$ cat config.mk
export PLATFORM = sky130hd
export DESIGN_NAME = mips_prog_loader
export DESIGN_NICKNAME = d
export VERILOG_FILES = /design/src/rtl/mips_prog_loader.sv
export SDC_FILE = /design/constraint.sdc
export NUM_CORES = 1
export LEC_CHECK = 0
export CAP_MARGIN = 10
export CORE_MARGIN = 2
export CORE_UTILIZATION = 56
export DETAILED_ROUTE_END_ITERATION = 6
export HOLD_SLACK_MARGIN = 0.1
export PLACE_DENSITY = 0.9
export REMOVE_ABC_BUFFERS = 1
export SLEW_MARGIN = 20
export SYNTH_ARGS = -nofsm -noshare
export SYNTH_HDL_FRONTEND = slang
export SYNTH_SLANG_ARGS = --single-unit
$ cat constraint.sdc
create_clock -name clk1 -period 4.6 [get_ports clk1]
set_input_delay 0.46 -clock clk1 [delete_from_list [all_inputs] [get_ports clk1]]
set_output_delay 0.46 -clock clk1 [all_outputs]
set_load 0.02 [all_outputs]
$ cat src/rtl/mips_prog_loader.sv
// Boot-time program loader: turns a length-prefixed, big-endian byte stream
// into 32-bit instruction words, writes them into instruction memory from
// word 0, then releases the core via cpu_run.
module mips_prog_loader #(
  parameter int ADDR_W    = 10,
  parameter int MAX_WORDS = 1024
) (
  input  logic              clk1,
  input  logic              rst,
  input  logic              start,
  input  logic [7:0]        in_byte,
  input  logic              in_valid,
  output logic              in_ready,
  output logic              mem_we,
  output logic [ADDR_W-1:0] mem_addr,
  output logic [31:0]       mem_wdata,
  output logic [15:0]       word_count,
  output logic              load_done,
  output logic              cpu_run,
  output logic              err_overflow
);

  typedef enum logic [2:0] {
    IDLE, HDR_HI, HDR_LO, DATA, WRITE, DONE, ERROR
  } state_t;

  state_t            state, nxt;
  logic [7:0]        n_hi;
  logic [15:0]       n_words;
  logic [15:0]       hdr_n;
  logic [15:0]       wc_inc;
  logic [23:0]       word_sr;
  logic [1:0]        byte_cnt;
  logic [ADDR_W-1:0] idx;
  logic              take;

  assign take    = in_valid && in_ready;
  assign hdr_n   = {n_hi, in_byte};
  assign wc_inc  = word_count + 16'd1;
  // The core is released exactly when the image is complete.
  assign cpu_run = load_done;

  // Next-state logic; start is only honoured in IDLE, DONE and ERROR.
  always_comb begin
    nxt = state;
    case (state)
      IDLE:    if (start) nxt = HDR_HI;
      HDR_HI:  if (take) nxt = HDR_LO;
      HDR_LO:  if (take) begin
                 if (hdr_n == 16'd0)                        nxt = DONE;
                 else if ({16'd0, hdr_n} > 32'(MAX_WORDS))  nxt = ERROR;
                 else                                       nxt = DATA;
               end
      DATA:    if (take && byte_cnt == 2'd3) nxt = WRITE;
      WRITE:   nxt = (wc_inc == n_words) ? DONE : DATA;
      DONE,
      ERROR:   if (start) nxt = HDR_HI;
      default: nxt = IDLE;
    endcase
  end

  // State register; status outputs are registered from the next state so
  // they line up with the state they describe.
  always_ff @(posedge clk1 or posedge rst) begin
    if (rst) begin
      state        <= IDLE;
      in_ready     <= 1'b0;
      mem_we       <= 1'b0;
      load_done    <= 1'b0;
      err_overflow <= 1'b0;
    end else begin
      state        <= nxt;
      in_ready     <= (nxt == HDR_HI) || (nxt == HDR_LO) || (nxt == DATA);
      mem_we       <= (nxt == WRITE);
      load_done    <= (nxt == DONE);
      err_overflow <= (nxt == ERROR);
    end
  end

  // Datapath: header capture, word assembly, write address and counters.
  always_ff @(posedge clk1 or posedge rst) begin
    if (rst) begin
      n_hi       <= '0;
      n_words    <= '0;
      word_sr    <= '0;
      byte_cnt   <= '0;
      idx        <= '0;
      word_count <= '0;
      mem_addr   <= '0;
      mem_wdata  <= '0;
    end else begin
      // A fresh load always starts writing at word 0.
      if (nxt == HDR_HI && state != HDR_HI) begin
        word_count <= '0;
        idx        <= '0;
        byte_cnt   <= '0;
      end
      if (state == HDR_HI && take) n_hi    <= in_byte;
      if (state == HDR_LO && take) n_words <= hdr_n;
      if (state == DATA && take) begin
        word_sr  <= {word_sr[15:0], in_byte};
        byte_cnt <= byte_cnt + 2'd1;
        if (byte_cnt == 2'd3) begin
          mem_wdata <= {word_sr, in_byte};
          mem_addr  <= idx;
        end
      end
      if (state == WRITE) begin
        idx        <= idx + 1'b1;
        word_count <= wc_inc;
      end
    end
  end

endmodule

==> results of run 1 <==
[cell usage after synthesis (all sizes together), types with 3 or more instances]
library cell / instances / share of area
nor4: 11 / 0.014
buf: 12 / 0.010
inv: 7 / 0.0044
xor2: 10 / 0.015
nand3: 12 / 0.013
nand2: 101 / 0.064
o21ai: 24 / 0.020
a22oi: 14 / 0.018
o2bb2ai: 19 / 0.028
xnor2: 19 / 0.028
or3: 3 / 0.0031
or2: 3 / 0.0031
nor2b: 3 / 0.0031
and3: 3 / 0.0031
nand4: 6 / 0.0073
clkbuf: 25 / 0.016
nor3: 9 / 0.0092
dfrtp: 125 / 0.52
a31oi: 3 / 0.0031
a21oi: 11 / 0.0092
nand2b: 5 / 0.0052
nor2: 14 / 0.0088
or4: 5 / 0.0069
mux2: 67 / 0.13
nand3b: 4 / 0.0050
o211ai: 3 / 0.0038
a22o: 3 / 0.0044
ha: 3 / 0.0063
[worst max-delay path, cell delays in order (launching register included)]
cell,delay (ns)
dfrtp_1,0.74
buf_4,0.34
nor3b_1,0.50
nand3_2,0.49
a211oi_1,0.50
a211o_1,0.29
nand3_4,0.31
a221o_1,0.46
[sequential cells by signal (all words and copies together), names as in the netlist, 2 cells and up]
signal      flops
state           3
mem_wdata      32
word_sr        24
word_count     16
byte_cnt        2
n_hi            8
mem_addr       10
idx            10
n_words        16
[per-layer routing]
metal  track usage  up-vias
met5             0        -
met4         0.118        0
met3        0.0644       38
met2         0.414      181
met1         0.326     2313
li1              -     2081
[logic make-up (layout without fill, tap and decap cells)]
logic type | count (synthesis) | in the layout
buffers and inverters | 45 | 120
AND/OR/NAND/NOR | 185 | 185
adder cells (fa/ha/maj) | 3 | 3
flip-flops | 125 | 125
multiplexers | 67 | 67
AO/OA/AOI/OAI | 94 | 94
XOR/XNOR | 29 | 29
[how the worst max path moves through the flow]
stage                       startpoint                        to  cells after the start
floorplan                          rst   byte_cnt[0]$_DFFE_PP0P_                      1
global placement              in_valid   mem_addr[3]$_DFFE_PP0P_                      7
detailed placement            in_valid  mem_wdata[0]$_DFFE_PP0P_                      7
CTS                 state[1]$_DFF_PP0_        idx[1]$_DFFE_PP0P_                      7
global route        state[1]$_DFF_PP0_        idx[1]$_DFFE_PP0P_                      7
finish              state[1]$_DFF_PP0_        idx[1]$_DFFE_PP0P_                      7
[stage by stage]
step / utilization / instances / hold WS (ns) / worst slack, ns / total power [W]
after CTS: 0.709 / 759 / 0.489 / 0.875 / 0.00446
after global routing: 0.709 / 759 / 0.504 / 0.628 / 0.00469
after floorplan: - / 511 / 0.442 / 0.812 / 0.00267
after detailed placement: 0.655 / 727 / 0.459 / 0.931 / 0.00319
after global placement: 0.655 / 727 / 0.460 / 1.02 / 0.00309
final: 0.709 / 759 / 0.452 / 0.819 / 0.00446
[power by group]
part	switching [W]	internal [W]
sequential	0.000362	0.00140
clock	0.000519	0.000728
combinational	0.000799	0.000654
[layout make-up]
type	count	area, sq um	share of cell area
clock buffer	18	418	0.0571
clock inverter	14	136	0.0186
inverter	8	35.0	0.00479
multi-input combinational	378	2650	0.362
sequential	125	3130	0.427
tap	136	170	0.0232
timing repair buffer	80	786	0.107
==> summary.txt, run 1 <==
Setup path
  • Crit-path max FO: 26
  • R2r setup slk: 0.82 ns
  • Crit path kind: reg -> reg
  • Worst Path Required: 4.99 ns
  • Worst Setup Start Kind: flip-flop
  • R2r endpoint: idx[1]$_DFFE_PP0P_
  • FF-to-FF path depth: 7
  • Worst reg2reg path startpoint: state[1]$_DFF_PP0_
  • Worst Path Arrival: 4.17 ns
  • Crit path capture type: flip-flop

Logic synthesis
  • Multiplexer share of the synthesized area: 0.127
  • Async SR Flop Fraction: 1.00
  • Largest family of logic cells by synthesized area: simple AND/OR/NAND/NOR gates
  • Library cells used by synthesis: 55
  • Synth Area in Compound Gates: 0.114
  • Mapped Cells: approximately 550
  • Simple-Gate Fraction of Synth Area: 0.154
  • Register bit total from synthesis: 125
  • Ys Warns: 0
  • Register area share after synthesis: 0.525
  • Synth Area in XOR/XNOR: 0.0426
  • Post-Synthesis Cell Area: between 0.005 and 0.006 sq mm
  • Synth Flop Type: dfrtp_1
  • Mean post-synth cell area: 10.9 sq um
  • Post-Synth Adder-Cell Area: 0.00630
  • Number of synthesized flops with an enable pin: 0

Global routing
  • Global-route wire length before repair: about 23000 um
  • Initial antenna violation count: 0
  • Grt ovf: 0
  • Total GRT Usage: 0.256
  • Number of global-route vias before repair: 4696
  • Largest net degree at the start of global routing: 90

Power
  • Pwr dens: around 610 mW/mm^2
  • Peak VDD IR: 0.000324 V
  • Static Leak: 3.26 nW

Detailed routing
  • Met2 wire len: 6920 um
  • Vias/cell: 6.08
  • DRC Markers: 0
  • Top routing layer in use: met4
  • Initial DRC Count: 282
  • Post-Route WL: between 10000 and 15000 um
  • Pre-antenna DRT Iters: 5
  • Post-DRT Antenna Nets: 0
  • Routed wl met3: 945 um
  • Via count: between 4000 and 5000
  • Routed length per instance: 18.3 um
  • Metal1 wirelength: ~5600 um

Finish
  • Most frequent cells in the layout: dfrtp_1 (125), nand2_1 (100), clkdlybuf4s50_1 (74), mux2_2 (67), o21ai_0 (24)
  • Nets: 625
  • Post-route cell area: about 0.0073 sq mm
  • ANT cells: 0
  • Commonest non-fill, non-tap cell in the layout: dfrtp_1
  • Layout fillers: 681
  • Synth-to-Final Area Change: 22.8%
  • Layout cells sized above 1: 0.189

Clock tree
  • CTS buffer count: 17
  • H-Tree Depth: 4
  • Cts hold-fix bufs: 0
  • TritonCTS clock tree: built
  • CTS Buffer Depth: 2
  • Clk_lat worst skew: 0.52 ns
  • Reg clk slew, reported paths: 0.06 ns
  • Clk sink count: between 100 and 150
  • CTS root buf: clkbuf_8
  • Resized Gates After CTS: 0
  • Post-CTS Setup Bufs: 0

Floorplan
  • Top Ports: 75
  • DIE AREA: 0.0115 sq mm
  • # rows: 37
  • Initial core utilization: 0.577
  • Chip height: 107 um
  • Horiz. Die Dim: 107 um
  • Core area: slightly above 0.01 sq mm

Run status
  • Status: completed

STA
  • Final Max Slew Viols: 0
  • Fin crit share: 0.822
  • Setup violations, final: 0
  • Relative slew slack: 0.311
  • Final hold violations: 0
  • Max Fclk: 265 MHz
  • TNS Setup: 0 ns
  • Final min period: 3.78 ns
  • Max Clock Skew: 0.00819 ns
  • Worst slew pin tran: just over 1 ns
  • RSZ-0062 raised after global routing: false

Placed design
  • GP Congestion: 0.923
  • Port Buffer Count: 74
  • Placed cell area: 0.00676 sq mm
  • Post-DP HPWL: 9030 um

Hold path
  • Min-Delay Path Class: in -> async

Run
  • Max Cap Violations: 0
Power figures use the tool's default switching activity.
==> run 2: changes to the inputs <==
==> constraint.sdc (replaced) <==
create_clock -name clk1 -period 3.55 [get_ports clk1]
set_input_delay 0.355 -clock clk1 [delete_from_list [all_inputs] [get_ports clk1]]
set_output_delay 0.355 -clock clk1 [all_outputs]
set_load 0.02 [all_outputs]
==> run 2 against run 1 <==
Core utilization rose by 0.79 points. Non-clock buffer count rose by 6. Clock power rose by 36%. Worst hold slack got worse by 0.054 ns. Clock skew rose by 0.0010 ns. First-iteration DRC count rose by 37%. Routed wire length rose by 9.1%. Design area rose by 1.1%. Power rose by 33%. Critical path type unchanged. Global-route usage rose by 2.3 points.
==> summary.txt, run 2 (synthesized netlist as in run 1, its figures left out) <==
Detailed routing
  • Vias/cell: 6.23 (+2.5%)
  • Pre-antenna DRT Iters: 5 (unchanged)
  • Routed length per instance: 19.8 um (+8.3%)
  • Via count: 4767 (+3.3%)
  • Post-DRT Antenna Nets: 0 (unchanged)
  • DRC Markers: 0 (unchanged)
  • Post-Route WL: 15200 um (+9.1%)
  • Initial DRC Count: 386 (+37%)

Floorplan
  • Core area: 0.0103 sq mm (unchanged)
  • # rows: 37 (unchanged)
  • Horiz. Die Dim: 107 um (unchanged)
  • DIE AREA: 0.0115 sq mm (unchanged)
  • Top Ports: 75 (unchanged)
  • Chip height: 107 um (unchanged)
  • Initial core utilization: 0.577 (unchanged)

Clock tree
  • Resized Gates After CTS: 0 (unchanged)
  • H-Tree Depth: 4 (unchanged)
  • Clk_lat worst skew: 0.53 ns (about the same)
  • Post-CTS Setup Bufs: 0 (unchanged)
  • Clk sink count: 125 (unchanged)
  • CTS buffer count: 17 (unchanged)
  • Cts hold-fix bufs: 0 (unchanged)
  • CTS root buf: clkbuf_8
  • CTS Buffer Depth: 2 (unchanged)
  • TritonCTS clock tree: built
  • Reg clk slew, reported paths: 0.06 ns (about the same)

Setup path
  • Worst reg2reg path startpoint: word_count[0]$_DFFE_PP0P_
  • Critical path endpoint: in_ready$_DFF_PP0_
  • R2r setup slk: 0.75 ns (-0.07 ns)
  • Worst Setup Start Kind: flip-flop
  • Crit. Startpoint: word_count[0]$_DFFE_PP0P_
  • Worst Path Arrival: 3.22 ns (-0.95 ns)
  • Crit path kind: reg -> reg
  • Worst Path Required: 3.97 ns (-1.02 ns)
  • Crit-path max FO: 7 (-73%)
  • R2r endpoint: in_ready$_DFF_PP0_
  • Crit path capture type: flip-flop
  • FF-to-FF path depth: 7 (unchanged)

STA
  • Final hold violations: 0 (unchanged)
  • Worst setup margin: 0.750 ns (-0.0696 ns)
  • Max Clock Skew: 0.00923 ns (+0.00104 ns)
  • Final min period: 2.80 ns (-0.980 ns)
  • Fin crit share: 0.789 (-0.0331)
  • RSZ-0062 raised after global routing: false
  • Setup violations, final: 0 (unchanged)
  • Max Fclk: 357 MHz (+35%)
  • Worst slew pin tran: 1.02 ns (-0.00741 ns)
  • Relative slew slack: 0.316 (+0.00496)
  • TNS Setup: 0 ns (unchanged)
  • Worst hold slack: 0.398 ns (-0.0542 ns)
  • Final Max Slew Viols: 0 (unchanged)

Placed design
  • Setup Slack @ Placement: 0.366 ns (-0.565 ns)
  • Post-DP HPWL: 9350 um (+3.6%)
  • Port Buffer Count: 74 (unchanged)
  • GP Congestion: 0.921 (-0.28%)

Run status
  • Status: completed

Finish
  • Post-Route Utilization: 0.717 (+0.00788)
  • Nets: 631 (+0.96%)
  • Layout fillers: 669 (-1.8%)
  • Layout cells sized above 1: 0.199 (+0.00932)
  • Max reg flops: 32 (unchanged)
  • Biggest register: mem_wdata
  • Commonest non-fill, non-tap cell in the layout: dfrtp_1
  • Most frequent cells in the layout: dfrtp_1 (125), nand2_1 (100), clkdlybuf4s50_1 (74), mux2_2 (67), o21ai_0 (24)
  • Largest regs: mem_wdata x32, word_sr x24
  • ANT cells: 0 (unchanged)
  • Synth-to-Final Area Change: 24.2%

Global routing
  • Total GRT Usage: 0.280 (+0.0232)
  • Largest net degree at the start of global routing: 80 (-11%)
  • Number of global-route vias before repair: 4804 (+2.3%)
  • Grt ovf: 0 (unchanged)
  • Global-route wire length before repair: 24800 um (+7.2%)
  • Initial antenna violation count: 0 (unchanged)

Power
  • Post-route total power: 0.00596 W (+33%)
  • Switch Pwr: 0.00223 W (+33%)
  • Sw frac: 0.374 (-0.00251)
  • Static Leak: 3.30 nW (+1.5%)
  • Int Power: 0.00373 W (+34%)
  • Pwr dens: 805 mW/mm^2 (+32%)
  • Sequential power share: 0.381 (-0.014)
  • Combinational group share of total power: 0.333 (+0.007)
  • Clock power share: 0.285 (+0.006)
  • Peak VDD IR: 0.000640 V (+97%)

Hold path
  • Min-Delay Path Class: in -> async

Run
  • Max Cap Violations: 0 (unchanged)
run 2: changes by cell type in the layout (fill, tap and decap cells not counted), sizes merged:
cell / change
buf: +6
bufinv: +1
clkbuf: +1
clkinv: +2
inv: -4
run 2: worst max-delay path, stage by stage, from the launching register on:
cell and delay [ns]:
dfrtp_1 0.47, ha_1 0.28, nand4_2 0.28, nor4_4 0.42, xnor2_1 0.16, a2111o_1 0.43
or3_1 0.45, and3_1 0.19
run 2: metal layers:
layer	wire length, um	track usage
met1	5830	0.345
met2	7740	0.466
met3	1130	0.0796
met4	448	0.109
met5	0	0
run 2: how the worst min path moves through the flow:
stage	end	slack, ns
floorplan	word_sr[16]$_DFFE_PP0P_	0.44
global placement	word_sr[16]$_DFFE_PP0P_	0.45
detailed placement	word_sr[16]$_DFFE_PP0P_	0.46
CTS	mem_wdata[27]$_DFFE_PP0P_	0.44
global route	mem_wdata[27]$_DFFE_PP0P_	0.50
finish	mem_wdata[27]$_DFFE_PP0P_	0.40
run 2: final cells by class:
cell class	count	area (sq um)	area share
timing repair buffer	86	843	0.114
inverter	8	32.5	0.00439
sequential	125	3130	0.423
tap	136	170	0.0230
clock inverter	13	139	0.0188
clock buffer	19	442	0.0597
multi-input combinational	378	2650	0.358
run 2: metrics by stage:
stage	cell area [sq um]	std cells
after floorplan	5800	511
after global placement	6820	733
after detailed placement	6820	733
after CTS	7400	765
after global routing	7400	765
final	7400	765
run 2: power by group through the flow:
| stage | registers (W) | logic, W | clock network (W) |
|---|---|---|---|
| 2_1_floorplan | 0.00227 | 0.00119 | 0 |
| 3_3_place_gp | 0.00223 | 0.00182 | 0 |
| 3_5_place_dp | 0.00226 | 0.00192 | 0 |
| 4_1_cts | 0.00226 | 0.00197 | 0.00170 |
| 5_1_grt | 0.00232 | 0.00215 | 0.00177 |
| 6_report | 0.00227 | 0.00198 | 0.00170 |
